$ cat src/rtl/ov7670_timing_gen_pkg.sv
// Shared types and constants for the OV7670-style timing source.
// Holds the FSM state encoding, colour-bar table and default VGA timing.
package ov7670_timing_pkg;

  typedef enum logic [2:0] {
    ST_IDLE,
    ST_VSYNC,
    ST_VBP,
    ST_ACTIVE,
    ST_VFP
  } state_t;

  // RGB565 colour bars, left to right
  localparam logic [15:0] BAR_RGB [8] = '{
    16'hFFFF, 16'hFFE0, 16'h07FF, 16'h07E0,
    16'hF81F, 16'hF800, 16'h001F, 16'h0000
  };

  localparam int DEF_CLK_DIV       = 2;
  localparam int DEF_H_ACTIVE      = 640;
  localparam int DEF_H_BLANK_BYTES = 288;
  localparam int DEF_V_ACTIVE      = 480;
  localparam int DEF_VSYNC_LINES   = 3;
  localparam int DEF_VBP_LINES     = 17;
  localparam int DEF_VFP_LINES     = 10;

  // Bits needed to count 0..n-1, never less than one
  function automatic int cnt_w(input int n);
    return (n > 1) ? $clog2(n) : 1;
  endfunction

  function automatic int max_int(input int a, input int b);
    return (a > b) ? a : b;
  endfunction

endpackage

$ cat src/rtl/ov7670_timing_gen_if.sv
// Camera-side sensor bus: control inputs plus PCLK/VSYNC/HREF/D outputs.
// master = the timing source, slave = the capture side.
interface ov7670_timing_gen_if;
  logic       i_en;
  logic       i_pattern;
  logic       o_pclk;
  logic       o_vsync;
  logic       o_href;
  logic [7:0] o_data;
  logic       o_frame_done;

  modport master (
    input  i_en, i_pattern,
    output o_pclk, o_vsync, o_href, o_data, o_frame_done
  );

  modport slave (
    output i_en, i_pattern,
    input  o_pclk, o_vsync, o_href, o_data, o_frame_done
  );
endinterface

$ cat src/rtl/ov7670_timing_gen_pclk_gen.sv
// Pixel clock divider: o_pclk toggles every CLK_DIV i_clk cycles.
// o_tick marks the i_clk cycle at whose end o_pclk falls.
module pclk_gen
  import ov7670_timing_pkg::*;
#(
  parameter int CLK_DIV = DEF_CLK_DIV
) (
  input  logic i_clk,
  input  logic i_reset,
  output logic o_pclk,
  output logic o_tick
);

  localparam int DW = cnt_w(CLK_DIV);
  localparam logic [DW-1:0] DIV_MAX = DW'(CLK_DIV - 1);

  logic [DW-1:0] div_cnt;
  logic          wrap;

  assign wrap   = (div_cnt == DIV_MAX);
  assign o_tick = wrap & o_pclk;

  always_ff @(posedge i_clk or posedge i_reset) begin
    if (i_reset) begin
      div_cnt <= '0;
      o_pclk  <= 1'b0;
    end else if (wrap) begin
      div_cnt <= '0;
      o_pclk  <= ~o_pclk;
    end else begin
      div_cnt <= div_cnt + 1'b1;
    end
  end

endmodule

$ cat src/rtl/ov7670_timing_gen.sv
// OV7670-style frame timing source: VSYNC/HREF/D[7:0] driven off PCLK falling edges.
// Generates a byte ramp or 8 RGB565 colour bars per line.
//
// state     | meaning
// ST_IDLE   | outputs low, waiting for i_en on a tick
// ST_VSYNC  | VSYNC_LINES lines with o_vsync high
// ST_VBP    | VBP_LINES blank lines after vsync
// ST_ACTIVE | V_ACTIVE lines, HREF high for the first 2*H_ACTIVE bytes
// ST_VFP    | VFP_LINES blank lines, then frame done
module ov7670_timing_gen
  import ov7670_timing_pkg::*;
#(
  parameter int CLK_DIV       = DEF_CLK_DIV,
  parameter int H_ACTIVE      = DEF_H_ACTIVE,
  parameter int H_BLANK_BYTES = DEF_H_BLANK_BYTES,
  parameter int V_ACTIVE      = DEF_V_ACTIVE,
  parameter int VSYNC_LINES   = DEF_VSYNC_LINES,
  parameter int VBP_LINES     = DEF_VBP_LINES,
  parameter int VFP_LINES     = DEF_VFP_LINES
) (
  input logic                  i_clk,
  input logic                  i_reset,
  ov7670_timing_gen_if.master  cam
);

  localparam int LINE       = 2 * H_ACTIVE + H_BLANK_BYTES;
  localparam int HREF_END   = 2 * H_ACTIVE;
  localparam int LC_MAX     = max_int(max_int(V_ACTIVE, VSYNC_LINES),
                                      max_int(VBP_LINES, VFP_LINES));
  localparam int PX_PER_BAR = H_ACTIVE / 8;
  localparam int BC_W       = cnt_w(LINE);
  localparam int LC_W       = cnt_w(LC_MAX);
  localparam int PX_W       = cnt_w(PX_PER_BAR);

  logic tick;

  pclk_gen #(.CLK_DIV(CLK_DIV)) u_pclk_gen (
    .i_clk   (i_clk),
    .i_reset (i_reset),
    .o_pclk  (cam.o_pclk),
    .o_tick  (tick)
  );

  state_t          state, state_n;
  logic [BC_W-1:0] bc, bc_n;
  logic [LC_W-1:0] lc, lc_n;
  logic [PX_W-1:0] px, px_n;
  logic [2:0]      bar, bar_n;
  logic            pat_sel, pat_n;
  logic            frame_end;
  logic            line_end;
  logic            href_n;
  logic [7:0]      data_n;
  logic [15:0]     bar_rgb;
  logic [7:0]      bc_lo;
  logic            vsync_q, href_q, done_q;
  logic [7:0]      data_q;

  assign line_end = (bc == BC_W'(LINE - 1));

  always_comb begin
    state_n   = state;
    bc_n      = bc;
    lc_n      = lc;
    pat_n     = pat_sel;
    frame_end = 1'b0;
    if (state == ST_IDLE) begin
      bc_n = '0;
      lc_n = '0;
      if (cam.i_en) begin
        state_n = ST_VSYNC;
        pat_n   = cam.i_pattern;
      end
    end else begin
      bc_n = line_end ? '0 : bc + 1'b1;
      if (line_end) begin
        lc_n = lc + 1'b1;
        unique case (state)
          ST_VSYNC: if (lc == LC_W'(VSYNC_LINES - 1)) begin
            state_n = ST_VBP;
            lc_n    = '0;
          end
          ST_VBP: if (lc == LC_W'(VBP_LINES - 1)) begin
            state_n = ST_ACTIVE;
            lc_n    = '0;
          end
          ST_ACTIVE: if (lc == LC_W'(V_ACTIVE - 1)) begin
            state_n = ST_VFP;
            lc_n    = '0;
          end
          ST_VFP: if (lc == LC_W'(VFP_LINES - 1)) begin
            frame_end = 1'b1;
            lc_n      = '0;
            if (cam.i_en) begin
              state_n = ST_VSYNC;
              pat_n   = cam.i_pattern;
            end else begin
              state_n = ST_IDLE;
            end
          end
          default: ;
        endcase
      end
    end
  end

  // Bar index advances every PX_PER_BAR pixels instead of dividing x
  always_comb begin
    px_n  = px;
    bar_n = bar;
    if (bc_n == '0) begin
      px_n  = '0;
      bar_n = '0;
    end else if (!bc_n[0] && (int'(bc_n) < HREF_END)) begin
      if (px == PX_W'(PX_PER_BAR - 1)) begin
        px_n  = '0;
        bar_n = bar + 1'b1;
      end else begin
        px_n = px + 1'b1;
      end
    end
  end

  always_comb begin
    bar_rgb = BAR_RGB[bar_n];
    bc_lo   = 8'(bc_n);
    href_n  = (state_n == ST_ACTIVE) && (int'(bc_n) < HREF_END);
    data_n  = 8'h00;
    if (href_n) begin
      if (pat_n) data_n = bc_n[0] ? bar_rgb[7:0] : bar_rgb[15:8];
      else       data_n = bc_lo;
    end
  end

  always_ff @(posedge i_clk or posedge i_reset) begin
    if (i_reset) begin
      state   <= ST_IDLE;
      bc      <= '0;
      lc      <= '0;
      px      <= '0;
      bar     <= '0;
      pat_sel <= 1'b0;
      vsync_q <= 1'b0;
      href_q  <= 1'b0;
      data_q  <= 8'h00;
      done_q  <= 1'b0;
    end else begin
      done_q <= tick & frame_end;
      if (tick) begin
        state   <= state_n;
        bc      <= bc_n;
        lc      <= lc_n;
        px      <= px_n;
        bar     <= bar_n;
        pat_sel <= pat_n;
        vsync_q <= (state_n == ST_VSYNC);
        href_q  <= href_n;
        data_q  <= data_n;
      end
    end
  end

  assign cam.o_vsync      = vsync_q;
  assign cam.o_href       = href_q;
  assign cam.o_data       = data_q;
  assign cam.o_frame_done = done_q;

endmodule

$ cat src/flat_wrapper.sv
// flat-port wrapper written by rule: the top's interface ports become plain ports
module ov7670_timing_gen_flat import ov7670_timing_pkg::*;
#(
  parameter int CLK_DIV       = DEF_CLK_DIV,
  parameter int H_ACTIVE      = DEF_H_ACTIVE,
  parameter int H_BLANK_BYTES = DEF_H_BLANK_BYTES,
  parameter int V_ACTIVE      = DEF_V_ACTIVE,
  parameter int VSYNC_LINES   = DEF_VSYNC_LINES,
  parameter int VBP_LINES     = DEF_VBP_LINES,
  parameter int VFP_LINES     = DEF_VFP_LINES
)
  (i_clk, i_reset, cam_i_en, cam_i_pattern, cam_o_pclk, cam_o_vsync, cam_o_href, cam_o_data, cam_o_frame_done);
  ov7670_timing_gen_if cam_i ();
  input logic i_clk;
  input logic i_reset;
  input wire logic [$bits(cam_i.i_en)-1:0] cam_i_en;
  input wire logic [$bits(cam_i.i_pattern)-1:0] cam_i_pattern;
  output wire logic [$bits(cam_i.o_pclk)-1:0] cam_o_pclk;
  output wire logic [$bits(cam_i.o_vsync)-1:0] cam_o_vsync;
  output wire logic [$bits(cam_i.o_href)-1:0] cam_o_href;
  output wire logic [$bits(cam_i.o_data)-1:0] cam_o_data;
  output wire logic [$bits(cam_i.o_frame_done)-1:0] cam_o_frame_done;
  assign cam_i.i_en = cam_i_en;
  assign cam_i.i_pattern = cam_i_pattern;
  assign cam_o_pclk = cam_i.o_pclk;
  assign cam_o_vsync = cam_i.o_vsync;
  assign cam_o_href = cam_i.o_href;
  assign cam_o_data = cam_i.o_data;
  assign cam_o_frame_done = cam_i.o_frame_done;
  ov7670_timing_gen #(.CLK_DIV(CLK_DIV), .H_ACTIVE(H_ACTIVE), .H_BLANK_BYTES(H_BLANK_BYTES), .V_ACTIVE(V_ACTIVE), .VSYNC_LINES(VSYNC_LINES), .VBP_LINES(VBP_LINES), .VFP_LINES(VFP_LINES)) u_core (.i_clk(i_clk), .i_reset(i_reset), .cam(cam_i));
endmodule
$ cat config.mk
export PLATFORM = sky130hd
export DESIGN_NAME = ov7670_timing_gen_flat
export DESIGN_NICKNAME = d
export VERILOG_FILES = /design/src/rtl/ov7670_timing_gen_pkg.sv /design/src/rtl/ov7670_timing_gen_if.sv /design/src/rtl/ov7670_timing_gen_pclk_gen.sv /design/src/rtl/ov7670_timing_gen.sv /design/src/flat_wrapper.sv
export SDC_FILE = /design/constraint.sdc
export NUM_CORES = 1
export LEC_CHECK = 0
export CORE_AREA = 2 2 76 78
export DETAILED_ROUTE_END_ITERATION = 10
export DIE_AREA = 0 0 78 80
export HOLD_SLACK_MARGIN = 0.08
export PLACE_DENSITY = 0.75
export SLEW_MARGIN = 40
export SYNTH_ARGS = -nofsm -noshare
export SYNTH_HDL_FRONTEND = slang
export SYNTH_SLANG_ARGS = --single-unit
$ cat constraint.sdc
create_clock -name i_clk -period 2.7 [get_ports i_clk]
set_input_delay 0.54 -clock i_clk [delete_from_list [all_inputs] [get_ports i_clk]]
set_output_delay 0.54 -clock i_clk [all_outputs]
set_load 0.03 [all_outputs]
### After elaboration in Yosys (flattened, before gate mapping)

Memory sizes are Yosys's and may differ from the RTL's.
Index checks and enable logic that the tools add are counted.
Widths: inputs -> output; s select.

* bits in latches: 0
* logic and storage cells: 84
* flip-flop bits (word level): 47
* bits in writable memories: 0
* output and inout port bits: 12
* memories: 1
* bits of input ports: 4
* ROM bits: 128

Memory list
* (name not given): words 8, bits a word 16, read ports 1, clocked after Yosys merged registers in 0, write ports 0, RTL line ov7670_timing_gen.sv:125 `bar_rgb = BAR_RGB[bar_n];`

* reduce and logical (&&, ||, !) cells: 9
* eq/ne operators: 12
* order comparisons: 2
* multipliers: 0
* bitwise logic cells: 4
* add/subtract/negate cells: 5
* div/mod/pow operators: 0
* shift-type cells: 0
* muxes and demuxes: 39

Operators with widths (number)
* $mux 9: 6
* $pmux 9 s4: 1
* $mux 16: 2
* $mux 3: 10
* $mux 8: 3
* $mux 11: 2
* $mux 7: 3
* $pmux 3 s4: 1
* $add 11x1->11 const B: 1
* $eq 11x11->1 const B: 1
* $logic_not 11->1: 1
* $lt 11x11->1 const B: 1
* $mux 1: 11
* $add 9x1->9 const B: 1
* $eq 3x2->1 const B: 3
* $eq 9x2->1 const B: 1
* $eq 9x4->1 const B: 1
* $eq 9x5->1 const B: 1
* $eq 9x9->1 const B: 1
* $add 7x1->7 const B: 1
* $eq 7x7->1 const B: 1
* $eq 3x1->1 const B: 2
* $ge 4x4->1 const B: 1
* $not 3->4: 1
* other kinds (10): 14

### Logic depth before layout (Yosys ltp)

* depth after elaboration: 14
* mapped depth: 11
* mapped depth without buffers: 8

### Cells and area by module

From an unflattened synthesis, not the netlist that was laid out.

* cells, all modules: 308
* area, all modules: 2886.5 sq um

By module, submodules not included
* ov7670_timing_gen: area an instance 2812.7 sq um, instances 1, cells an instance 302, sequential area each 1126.1 sq um
* pclk_gen: area an instance 73.8 sq um, instances 1, cells an instance 6, sequential area each 50.0 sq um

### Worst setup path before layout

Ideal clock, no wire load.

* path type: reg2reg
* from: reg u_core.bc[0]
* to: reg u_core.bar[0]
* required time: 2.575 ns
* data arrival time: 2.712 ns
* cell stages (with the launch flop): 11
* period minus slack after synthesis: 2.837 ns
* setup time: 0.125 ns
* setup slack: -0.137 ns
* path through: dfrtp_1 > ha_1 > buf_2 > and3_1 > buf_2 > and3_1 > or3_4 > a221o_1 > a211o_1 > a21o_1 > mux2_2

* cells in the longest elaborated chain, start to end: 7
* elaborated cells between the ends (all ways): 10
* classes of those cells: 1 x add/sub; 1 x order compare; 1 x eq/ne; 4 x mux; 3 x reduce/logical

Ends and longest elaborated chain
* start: declaration: RTL line ov7670_timing_gen.sv:45 `logic [BC_W-1:0] bc, bc_n;`
* start signal: assignment: RTL line ov7670_timing_gen.sv:151 `bc <= bc_n;`
* $add 11x1->11 / $eq 11x11->1 (equally long branches): RTL line ov7670_timing_gen.sv:75, ov7670_timing_gen.sv:59
* $mux 11 *: RTL line ov7670_timing_gen.sv:75 `bc_n = line_end ? '0 : bc + 1'b1;`
* $mux 11 *: RTL line ov7670_timing_gen.sv:67 `if (state == ST_IDLE) begin`
* $lt 11x11->1 / $logic_not 1->1 (equally long branches): RTL line ov7670_timing_gen.sv:114 `end else if (!bc_n[0] && (int'(bc_n) < HREF_END)) begin`
* $logic_and 1x1->1: RTL line ov7670_timing_gen.sv:114
* $mux 3: RTL line ov7670_timing_gen.sv:114
* $mux 3 *: RTL line ov7670_timing_gen.sv:111 `if (bc_n == '0) begin`
* end signal: assignment: RTL line ov7670_timing_gen.sv:154 `bar <= bar_n;`
* end: declaration: RTL line ov7670_timing_gen.sv:48 `logic [2:0] bar, bar_n;`

Every way passes the cells marked *; elsewhere a longest branch is shown, timed or not.
A chain may end at the register's enable or synchronous reset.

### Worst setup path in the final report

* from: reg u_core.bc[5]
* to: reg u_core.data_q[5] (netlist: u_core.cam.o_data[5])

* cells in the longest elaborated chain, start to end: 14
* elaborated cells between the ends (all ways): 23
* classes of those cells: 1 x add/sub; 1 x order compare; 2 x eq/ne; 13 x mux; 1 x bitwise; 4 x reduce/logical; 1 x memory

Ends and longest elaborated chain
* $add 11x1->11 / $eq 11x11->1 (equally long branches): RTL line ov7670_timing_gen.sv:75, ov7670_timing_gen.sv:59
* $mux 11: RTL line ov7670_timing_gen.sv:75
* $mux 11: RTL line ov7670_timing_gen.sv:67
* $lt 11x11->1 / $logic_not 1->1 (equally long branches): RTL line ov7670_timing_gen.sv:114, ov7670_timing_gen.sv:127
* $logic_and 1x1->1: RTL line ov7670_timing_gen.sv:114
* $mux 3: RTL line ov7670_timing_gen.sv:114
* $mux 3: RTL line ov7670_timing_gen.sv:111
* $not 3->4 (not written as such): RTL line ov7670_timing_gen.sv:125
* $mem_v2 8x16
* $mux 16 (not written as such) (2 in a row): RTL line ov7670_timing_gen.sv:125
* $mux 8 (2 in a row): RTL line ov7670_timing_gen.sv:130 `if (pat_n) data_n = bc_n[0] ? bar_rgb[7:0] : bar_rgb[15:8];`
* $mux 8 *: RTL line ov7670_timing_gen.sv:129 `if (href_n) begin`
* end signal: assignment: RTL line ov7670_timing_gen.sv:158 `data_q <= data_n;`
* end: declaration: RTL line ov7670_timing_gen.sv:57 `logic [7:0] data_q;`

Every way passes the cells marked *; elsewhere a longest branch is shown, timed or not. The select of a mux whose other input is x is not followed.

==> results.md <==
- P per Cell Area: 530 nW/µm²
- Die width: slightly below 80 µm
- GP Congestion: around 0.94
- Grt ovf: 0
- Hold-fix buffers at CTS: 0
- Share of layout cells above drive strength 1: 0.210
- Top cell type's share of synthesized area: 0.410
- Nets@finish: between 300 and 400
- Top Ports: 16
- Initial drt markers: about 200
- Post-layout minimum cycle time: roughly 2.6 ns
- Cell taking the most area after synthesis: dfrtp_1
- Post-synth ARST share: 1.00
- Stages on the worst setup path: 7
- Synth warnings: 0
- Slew Viols, Final: 0
- Final Setup Violations: 0
- Largest net degree at the start of global routing: 48
- CTS tree: yes
- Worst slew margin: 0.596
- CP cell instances: or4_4, or4_4, a21oi_2, o32ai_2, nor4b_4, o41a_2, a22o_1
- Routed len/inst: 15.8 µm
- Hpwl dp: 5050 µm
- Syn-to-layout area delta: 22.5%
- Distinct cell type count after synthesis: between 50 and 60
- Wire length after detailed routing: between 7000 and 8000 µm
- Xor/xnor share of the synthesized area: 0.0245
- CTS Root Buffer Type: clkbuf_8
- Synth Flop Type: dfrtp_1
- Mux share of post-synthesis cell area: 0.0144
- Most frequent cell after synthesis: nand2_1
- Status: completed
- TritonRoute pass-1 iters: 4
- First-pass GRT wire length: around 12,000 µm
- Dpl cells: around 440
- Critical Path RT: 2.94 ns
- WP buf/inv: 0
- Crit path max-delay family: simple AND/OR/NAND/NOR gates
- Critical Path Max Stage Delay: approximately 0.58 ns
- Vias post-DR: roughly 2,700
- Die height: roughly 80 µm
- Clock share of power: 0.234
- CP Class: flip-flop to flip-flop
- Starting density of the core: 0.530
- Simple-gate portion of the synthesized area: 0.256
- Register area share after synthesis: 0.410
- Initial antenna violation count: 0
- Setup TNS: 0 ns
- P_int: ~0.0012 W
- Worst hold path type: flip-flop to flip-flop
- Core area: between 5000 and 6000 µm²
- Mapped Cells: ~330
- CTS buffer count: 5
- CP Max Fanout: 6
- Crit. End Element: flip-flop
- Compound-Gate Fraction of Synth Area: 0.223
- Antenna Nets Post-Route: 0
- Area contributors post-synth: dfrtp_1, nand2_1, o21ai_0, o31ai_1, ha_1
- CP max stage cell: or4_4
- Clk_skew: approximately 0.0075 ns
- Drt via density: ~6
- Comb pwr share: 0.308
- Port Buffers: 15
- Sw power: between 0.0006 and 0.0007 W
- Max Freq: 0.378 GHz
- Most frequent CP cell: or4_4
- Number of enable flip-flop cells after synthesis: 0
- Hold depth: 1
- Clk_lat worst skew: approximately 0.3 ns
- Worst EP arrival: around 2.9 ns
- Synth Area in Adders: 0.0306
- Total clock sinks: 47
- Static Leak: about 1.5 nW
- Total GRT Usage: 0.239
- Sw Share: 0.338
- Max_cap viols: 0
- Flop pwr share: 0.459
- Vias in the first global route: roughly 2,500
- Post-synth top cells: nand2_1, dfrtp_1, o21ai_0, nor2_1, nand3_1
- CP Launch Type: flip-flop
- Clock transition at path regs: 0.09 ns
- Synth Net Count: 339
- VDD IR-drop max: about 370 µV
- CTS H-tree depth: 2
- FF-to-FF path depth: 7
- Full die area: ~6200 µm²
- Rows: 27
- Slew @ Worst Pin: around 0.6 ns
- Period utilization: 0.979
- Syn Std Cell Area: between 2000 and 3000 µm²
- Ant diodes: 0
- Core Util, Final: 0.649
- Register bit count reported by yosys: 47
- Final hold violation count: 0
- DRC Markers: 0
- Mean area per synthesized cell: slightly below 9 µm²
- CTS max path bufs: 2
- Post-route non-filler standard cell count: about 440
- Largest family of logic cells by synthesized area: simple AND/OR/NAND/NOR gates
==> final cells by class <==
cell class	instances	area (µm²)
clock buffer	6	82.6
timing repair buffer	55	450
inverter	9	33.8
tap	72	90.1
clock inverter	1	5.00
sequential	47	1180
fill	478	1900
multi-input combinational	254	1670
==> kinds of logic after synthesis <==
kind of cell	count (synthesis)
and+or+nand+nor	142
AOI/OAI and AO/OA	93
DFF	47
buffers and inverters	27
xor gates and xnor gates	8
adders and majority gates	7
muxes	4
==> layout by cell type (no fill, tap or decap), drive strengths merged, types with 3 or more instances in the layout <==
cell           count
a211oi             4
a21o               7
a21oi              6
a22o               9
a31oi              6
a32o               4
and2               4
and3               7
buf               40
clkbuf             6
clkdlybuf4s50     15
dfrtp             47
ha                 7
inv                9
mux2i              3
nand2             53
nand2b             6
nand3             13
nand4              5
nor2              15
nor2b              4
nor3               9
nor4               7
o21ai             31
o31ai             12
or2                3
or3                6
or4                4
xnor2              7
==> sequential cells by signal, summed over array words and instances (netlist names), 3 cells and up <==
signal,count
u_core.cam.o_data,8
u_core.lc,9
u_core.px,7
u_core.bar,3
u_core.state,3
u_core.bc,11
==> metrics by stage <==
| stage | worst slack (ns) | cell area (µm²) | hold slack (ns) | power [W] |
|---|---|---|---|---|
| 2_1_floorplan | -0.0972 | 2890 | 0.447 | 0.00122 |
| 6_report | 0.0568 | 3510 | 0.486 | 0.00186 |
| 5_1_grt | -0.0259 | 3510 | 0.519 | 0.00198 |
| 4_1_cts | 0.0170 | 3430 | 0.490 | 0.00185 |
| 3_3_place_gp | 0.0528 | 3340 | 0.463 | 0.00139 |
| 3_5_place_dp | -0.0377 | 3340 | 0.472 | 0.00141 |
==> routing by layer <==
layer | track usage | routed length (µm)
met1 | 0.327 | 3160
met4 | 0.0526 | 72
met2 | 0.403 | 3500
met5 | 0 | 0
met3 | 0.0362 | 295
==> final timing paths <==
kind                                                        to                                 from  slack, ns
setup reg to reg              u_core.cam.o_data[5]$_DFFE_PP0P_             u_core.bc[5]$_DFFE_PP0P_       0.06
min in group asynchronous             u_core.px[1]$_DFFE_PP0P_                              i_reset       0.70
hold reg to reg            u_core.u_pclk_gen.div_cnt$_DFF_PP0_  u_core.u_pclk_gen.div_cnt$_DFF_PP0_       0.49
hold / removal             u_core.u_pclk_gen.div_cnt$_DFF_PP0_  u_core.u_pclk_gen.div_cnt$_DFF_PP0_       0.49
setup / recovery              u_core.cam.o_data[5]$_DFFE_PP0P_             u_core.bc[5]$_DFFE_PP0P_       0.06
max in group asynchronous             u_core.bc[3]$_DFFE_PP0P_                              i_reset       1.55
==> power groups by stage <==
stage / clock [W] / combinational (W) / sequential [W]
final: 0.000435 / 0.000572 / 0.000853
after global placement: 0 / 0.000532 / 0.000855
after detailed placement: 0 / 0.000548 / 0.000863
after global routing: 0.000479 / 0.000637 / 0.000867
after CTS: 0.000446 / 0.000551 / 0.000849
after floorplan: 0 / 0.000384 / 0.000836
==> repair_timing <==
action / in CTS / in global routing
endpoints found under the setup margin: 6 / 17
gates cloned: 0 / 0
pin swaps: 0 / 2
buffers inserted: 0 / 0
gates resized for setup: 1 / 16
Power figures use the tool's default switching activity.
